==> src/rtl/sram_like_arbiter.sv <==
// rtl/sram_like_arbiter.sv - N-channel SRAM-like bus arbiter with in-order response routing
//
// Ports:
//   clk, resetn                  single clock, asynchronous active-low reset
//   m_req, m_wr [NCH]            per-channel request / write flag
//   m_size [2*NCH]               per-channel transfer size
//   m_addr, m_wdata [32*NCH]     per-channel address / write data (channel i at [32i+31:32i])
//   m_addr_ok, m_data_ok [NCH]   per-channel address accept / response strobe
//   m_rdata [32]                 response data, broadcast to all channels
//   s_req, s_wr, s_size,
//   s_addr, s_wdata              slave request side, driven from the granted channel
//   s_addr_ok, s_data_ok,
//   s_rdata                      slave accept / response side
//   outstanding                  accepted-but-unanswered transaction count
//   err_unexp                    sticky flag: response arrived with nothing in flight
module sram_like_arbiter #(
    parameter int NCH   = 2,
    parameter int DEPTH = 4,
    parameter int RR    = 0
) (
    input  logic                     clk,
    input  logic                     resetn,
    input  logic [NCH-1:0]           m_req,
    input  logic [NCH-1:0]           m_wr,
    input  logic [2*NCH-1:0]         m_size,
    input  logic [32*NCH-1:0]        m_addr,
    input  logic [32*NCH-1:0]        m_wdata,
    output logic [NCH-1:0]           m_addr_ok,
    output logic [NCH-1:0]           m_data_ok,
    output logic [31:0]              m_rdata,
    output logic                     s_req,
    output logic                     s_wr,
    output logic [1:0]               s_size,
    output logic [31:0]              s_addr,
    output logic [31:0]              s_wdata,
    input  logic                     s_addr_ok,
    input  logic                     s_data_ok,
    input  logic [31:0]              s_rdata,
    output logic [$clog2(DEPTH):0]   outstanding,
    output logic                     err_unexp
);

    localparam int IDW = $clog2(NCH);
    localparam int PW  = $clog2(DEPTH);
    localparam int OW  = PW + 1;

    logic             lock_v;
    logic [IDW-1:0]   lock_id;
    logic [IDW-1:0]   last;
    logic [IDW-1:0]   fifo_mem [DEPTH];
    logic [PW-1:0]    wr_ptr;
    logic [PW-1:0]    rd_ptr;

    logic [IDW-1:0]   arb_id;
    logic [IDW-1:0]   grant_id;
    logic [IDW-1:0]   head_id;
    logic             full;
    logic             empty;
    logic             hs;
    logic             pop;

    assign full  = (outstanding == OW'(DEPTH));
    assign empty = (outstanding == '0);

    // Free arbitration. Loops run from lowest to highest priority so the
    // last matching assignment is the winner.
    always_comb begin
        logic [IDW-1:0] idx;
        arb_id = '0;
        idx    = '0;
        if (RR == 0) begin
            for (int i = NCH - 1; i >= 0; i--) begin
                if (m_req[i]) arb_id = IDW'(i);
            end
        end else begin
            // k = NCH is 'last' itself (lowest), k = 1 is last+1 (highest)
            for (int k = NCH; k >= 1; k--) begin
                idx = IDW'((int'(last) + k) % NCH);
                if (m_req[idx]) arb_id = idx;
            end
        end
    end

    // A stalled request keeps its channel until accepted, so the slave
    // never sees its address/data change mid-handshake.
    assign grant_id = lock_v ? lock_id : arb_id;
    assign s_req    = (|m_req) & ~full;
    assign hs       = s_req & s_addr_ok;
    assign head_id  = fifo_mem[rd_ptr];
    assign pop      = s_data_ok & ~empty;

    always_comb begin
        s_wr      = 1'b0;
        s_size    = '0;
        s_addr    = '0;
        s_wdata   = '0;
        m_addr_ok = '0;
        m_data_ok = '0;
        m_rdata   = '0;
        for (int i = 0; i < NCH; i++) begin
            if (s_req && grant_id == IDW'(i)) begin
                s_wr    = m_wr[i];
                s_size  = m_size[2*i +: 2];
                s_addr  = m_addr[32*i +: 32];
                s_wdata = m_wdata[32*i +: 32];
            end
            m_addr_ok[i] = hs && (grant_id == IDW'(i));
            m_data_ok[i] = pop && (head_id == IDW'(i));
        end
        if (pop) m_rdata = s_rdata;
    end

    // ID storage needs no reset: entries are only read when counted valid.
    always_ff @(posedge clk) begin
        if (hs) fifo_mem[wr_ptr] <= grant_id;
    end

    always_ff @(posedge clk or negedge resetn) begin
        if (!resetn) begin
            lock_v      <= 1'b0;
            lock_id     <= '0;
            last        <= IDW'(NCH - 1);
            wr_ptr      <= '0;
            rd_ptr      <= '0;
            outstanding <= '0;
            err_unexp   <= 1'b0;
        end else begin
            if (hs) begin
                lock_v <= 1'b0;
            end else if (s_req) begin
                lock_v  <= 1'b1;
                lock_id <= grant_id;
            end
            if (hs && RR != 0) last <= grant_id;
            if (hs)  wr_ptr <= wr_ptr + PW'(1);
            if (pop) rd_ptr <= rd_ptr + PW'(1);
            if (hs && !pop)      outstanding <= outstanding + OW'(1);
            else if (!hs && pop) outstanding <= outstanding - OW'(1);
            if (s_data_ok && empty) err_unexp <= 1'b1;
        end
    end

endmodule

==> config.mk <==
export PLATFORM = sky130hd
export DESIGN_NAME = sram_like_arbiter
export DESIGN_NICKNAME = d
export VERILOG_FILES = /design/src/rtl/sram_like_arbiter.sv
export SDC_FILE = /design/constraint.sdc
export NUM_CORES = 1
export LEC_CHECK = 0
export CAP_MARGIN = 20
export CORE_AREA = 5 5 107 109
export CTS_BUF_LIST = sky130_fd_sc_hd__clkbuf_8 sky130_fd_sc_hd__clkbuf_16
export DETAILED_ROUTE_END_ITERATION = 8
export DIE_AREA = 0 0 112 114
export PLACE_DENSITY = 0.7
export SYNTH_ARGS = -nofsm -noshare
export SYNTH_HDL_FRONTEND = slang
export SYNTH_SLANG_ARGS = --single-unit
==> constraint.sdc <==
create_clock -name clk -period 2.8 [get_ports clk]
set_input_delay 0.42 -clock clk [delete_from_list [all_inputs] [get_ports clk]]
set_output_delay 0.42 -clock clk [all_outputs]
set_load 0.02 [all_outputs]
* Yosys cells after proc, flatten, opt, wreduce, memory -nomap -nowiden
Memories as Yosys holds them, arrays and structs flattened. Index checks and enable logic that the tools add are counted.
Word-level totals: bits in registers 10, latch bits 0, memory bits (writable) 4, bits in read-only memories 0, input port bits 172, output and inout port bits 108, logic and storage cells 54, memories 1
Memories:
- fifo_mem | depth 4, bits a word 1, read ports 1, clocked after Yosys merged registers in 0, write ports 1, line 50 | logic [IDW-1:0] fifo_mem [DEPTH];
Operators by class: add/sub/neg operators 4, $mul 0, div/mod/pow operators 0, order comparisons 0, equality and inequality tests 1, shifts and indexed selects 0, muxes and demuxes 18, bitwise gates (word level) 8, reductions and logical operators 16
Operator list (number):
- 32-bit 2-to-1 mux | 5
- 1-bit logical AND | 9
- 1-bit 2-to-1 mux | 9
- 3-bit 2-to-1 mux | 2
- 1-bit NOT | 5
- 2-bit by 1-bit adder with 2-bit output (second input constant) | 2
- 2-bit 2-to-1 mux | 2
- 2-bit nonzero test | 2
- 3-bit by 1-bit adder with 3-bit output (second input constant) | 1
- 1-bit bitwise AND | 3
- 3-bit equality test (second input constant) | 1
- 3-bit logical NOT | 1
- 3-bit by 1-bit subtractor with 3-bit output (second input constant) | 1
- 1-bit logical NOT | 2
- 2-bit AND reduction | 1
- 2-bit OR reduction | 1

* Depth between registers and ports, before layout
depth in word-level cells 8, depth in mapped cells 9, gate-level depth less buffers 8

* Worst setup path before layout
Ideal clock, no wire load.
path kind reg2reg, start point register outstanding[0], end point register outstanding[2], setup time 0.080 ns, arrival 2.113 ns, required time 2.720 ns, path slack 0.607 ns, stages on the path, launching flop included 10, path buffers 1, clock period less this slack 2.193 ns, cells stage by stage dfrtp_1 o31a_1 clkbuf_1 inv_1 ha_1 inv_1 fa_1 xor2_1 nor2_1 xor2_1
Between the ends: cells in the longest elaborated chain, start to end 7, elaborated cells on any way between the ends 16, those cells by class 2 x add/sub; 1 x eq/ne; 2 x mux; 5 x bitwise; 6 x reduce/logical
Ends and longest elaborated chain:
- start: declaration | line 39 | output logic [$clog2(DEPTH):0] outstanding,
- start signal: assignment | line 137 | if (hs && !pop) outstanding <= outstanding + OW'(1);
- start signal: assignment | line 138 | else if (!hs && pop) outstanding <= outstanding - OW'(1);
- 3-bit equality test | line 62 | assign full = (outstanding == OW'(DEPTH));
- 1-bit NOT | line 87 | assign s_req = (|m_req) & ~full;
- 1-bit bitwise AND | line 87
- 1-bit bitwise AND | line 88 | assign hs = s_req & s_addr_ok;
- 1-bit logical NOT | line 138
- 1-bit logical AND | line 138
- 2-bit nonzero test (no source line)
Several ways; a longest one is shown, not always the timed one. The select of a mux whose other input is x is not followed. A chain may end at the register's enable or synchronous reset.

* Final worst setup path
start point input port m_req[0], end point output port m_addr_ok[1]
Between the ends: elaborated cells on any way between the ends 6, those cells by class 2 x mux; 2 x bitwise; 2 x reduce/logical
RTL lines:
- start: declaration | line 23 | input logic [NCH-1:0] m_req,
- 1-bit 2-to-1 mux | line 73 | if (m_req[i]) arb_id = IDW'(i);
- 1-bit 2-to-1 mux | line 86 | assign grant_id = lock_v ? lock_id : arb_id;
- via grant_id | line 55 | logic [IDW-1:0] grant_id;
- 1-bit logical AND | line 107 | m_addr_ok[i] = hs && (grant_id == IDW'(i));
- end: declaration | line 28 | output logic [NCH-1:0] m_addr_ok,
The timed path passes the listed nets, and every way through them passes these cells.

==> reports/qor.yml <==
timing:
  min_period_over_period: 0.977
  skew_ns: 0.00206
  setup_viol: 0
  whs_ns: 0.488
  timing.fmax_mhz: 366
  tightest_slew_ns: 0.465
  slew_headroom: 0.689
  worst_slack_ns: 0.0645
  fin_crit_ns: 2.74
  rsz0062_at_grt: "false"
  hold_viol_final: 0
  drv_slew: 0
routing:
  via_per_inst: 4.84
  initialDrtViolationCount: 319
  drt_wl_total_um: 12700
  first_pass_iters: 4
  drt.antenna.violating_nets: 0
  drc: 0
  wire_per_inst_um: 17.3
  vias: 3546
final_layout:
  multiInputGateArea_um2: 1680
  n_antenna_cell: 0
  layout-drive-gt1-share: 0.0826
  num-fill-cells: 1026
  regArea_um2: 370
  final_cell_mix: "clkdlybuf4s50_1, a21oi_1, dlygate4sd2_1"
  final_cell_area_um2: 5210
  area_delta_synth_final_pct: 130
  nets: 772
  layout_commonest_cell: "clkdlybuf4s50_1"
  fin_util: 0.496
cts:
  cts_buffers: 3
  root_buffer: "clkbuf_8"
  cts_buffer_depth: 2
  cts_max_level: 1
  clk_pin_slew_worst_paths_ns: 0.06
  cts_tree: "yes"
  hold_buffers: 0
  insertion_delay_ns: 0.24
  clkSinkCount: 14
power:
  p_switching_w: 0.00182
  power_density_nw_per_um2: 671
  p_comb_frac: 0.836
  seqPwrFrac: 0.116
  total_power_w: 0.00350
  vdd_drop_max_mv: 0.409
  clkPwrFrac: 0.048
  leakage_nw: 2.23
  p_sw_frac: 0.519
  internal-power_w: 0.00168
placed_design:
  dpl.hpwl_um: 9820
  place_ws_ns: -0.0915
  port_buffers: 279
  placed_cell_area_um2: 5210
  gp_congestion: 0.895
yosys:
  syn-cell-area_um2: 2260
  ys_ff_latch: 14
  synth_cell_types: 33
  seq_area_frac_synth: 0.164
  synthCells: 335
  netlist.area_leader.share: 0.150
  yosysTopAreaCell: "a21oi_1"
  syn_avg_cell_area_um2: 6.76
  synth_fp_nets: 513
  synthTopCellsByArea: "a21oi_1, o21ai_0, dfrtp_1, and2_1, nand3_1"
  yosysWarningCount: 0
global_routing:
  grt_pass1_vias: 3543
  grt_use_total: 0.180
  grt_start_max_net_pins: 68
  antenna_found_initial: 0
  grt_pass1_wl_um: 19000
  grt_overflow_total: 0
floorplan:
  rows: 38
  die-height_um: 114
  core_area_um2: 10500
  ios: 280
  start_util: 0.216
  fp.dieW_um: 112
  die-area_um2: 12800
critical_path:
  start_kind: "input pin"
  crit_type: "input pin to output port"
  r2r_slack_ns: 0.61
  end_kind: "output port"
  cp.arrival_ns: 2.32
  crit_fanout: 5
  cp.required_ns: 2.38
hold_path:
  hold_class: "flip-flop to flip-flop"
flow_run:
  maxCapViolCount: 0
outcome:
  outcome: "finished clean"
==> cell type report <==
| type | count | share of cell area |
|---|---|---|
| Sequential cell | 14 | 0.0710 |
| Clock buffer | 3 | 0.00792 |
| Tap cell | 140 | 0.0336 |
| Timing Repair Buffer | 294 | 0.560 |
| Multi-Input combinational cell | 275 | 0.322 |
| Clock inverter | 1 | 0.000720 |
| Inverter | 6 | 0.00432 |
==> power by group through the flow <==
| stage | Clock (W) | Sequential [W] | Combinational [W] |
|---|---|---|---|
| 3_5_place_dp | 0 | 0.000412 | 0.00319 |
| 3_3_place_gp | 0 | 0.000401 | 0.00316 |
| 4_1_cts | 0.000174 | 0.000410 | 0.00294 |
| 6_report | 0.000168 | 0.000406 | 0.00292 |
| 2_1_floorplan | 0 | 0.000417 | 0.00166 |
| 5_1_grt | 0.000185 | 0.000424 | 0.00315 |
==> metal layers <==
metal,track usage,vias up,share of wire
met4,0.0433,0,0.015
li1,-,1707,-
met2,0.315,220,0.49
met5,0,-,0
met1,0.219,1607,0.39
met3,0.0536,12,0.10
==> synth_stat cells <==
library cell,n
a21o_1,1
a21oi_1,68
and2_1,39
buf_1,4
buf_2,20
buf_4,1
buf_6,3
clkbuf_1,9
clkbuf_2,3
dfrtp_1,10
edfxtp_1,4
fa_1,1
ha_1,5
inv_1,6
mux2_2,2
mux4_2,1
nand2_1,3
nand2b_1,1
nand3_1,47
nand3_2,20
nor2_1,3
nor2_2,1
nor3_1,2
nor3b_2,2
o21ai_0,53
o21ai_1,15
o31a_1,1
o41ai_1,1
o41ai_2,1
or2_1,1
or3b_1,1
xnor2_1,3
xor2_1,3
==> cell families after synthesis <==
kind of cell               after synthesis  synth area share
buffers and inverters                   46             0.101
AOI/OAI and AO/OA                      140             0.319
muxes                                    3            0.0199
and+or+nand+nor                        120             0.338
adders and majority gates                6            0.0365
DFF                                     14             0.164
xor gates and xnor gates                 6            0.0232
==> critical path, stage by stage <==
cell             delay (ns)
clkdlybuf4s50_1        0.51
or3b_4                 0.50
nand2_1                0.13
and2_1                 0.13
clkdlybuf4s50_1        0.61
==> per-stage QoR <==
step,instances,TNS (ns)
after global routing,733,0
final,733,0
after detailed placement,727,-1.77
after global placement,727,-0.494
after CTS,731,0
after floorplan,335,0
==> final timing paths <==
| check | from | endpoint | cells after the start |
|---|---|---|---|
| worst min register to register | err_unexp$_DFFE_PN0P_ | err_unexp$_DFFE_PN0P_ | 1 |
| worst max register to register | outstanding[0]$_DFFE_PN0P_ | outstanding[2]$_DFFE_PN0P_ | 9 |
| max in group asynchronous | resetn | outstanding[0]$_DFFE_PN0P_ | 1 |
| worst max-delay path | m_req[0] | m_addr_ok[1] | 5 |
| min in group asynchronous | resetn | outstanding[1]$_DFFE_PN0P_ | 1 |
| worst min-delay path | err_unexp$_DFFE_PN0P_ | err_unexp$_DFFE_PN0P_ | 1 |
==> registers in the layout, indices dropped and copies added (netlist names) <==
| register | flops |
|---|---|
| err_unexp | 1 |
| fifo_mem | 4 |
| lock_id | 1 |
| lock_v | 1 |
| outstanding | 3 |
| rd_ptr | 2 |
| wr_ptr | 2 |
==> timing repair <==
item	in CTS	in global routing
gates resized for setup	67	1
setup endpoints to repair	66	1
setup buffers	0	1
gates cloned	0	1
(Power assumes the default switching activity.)
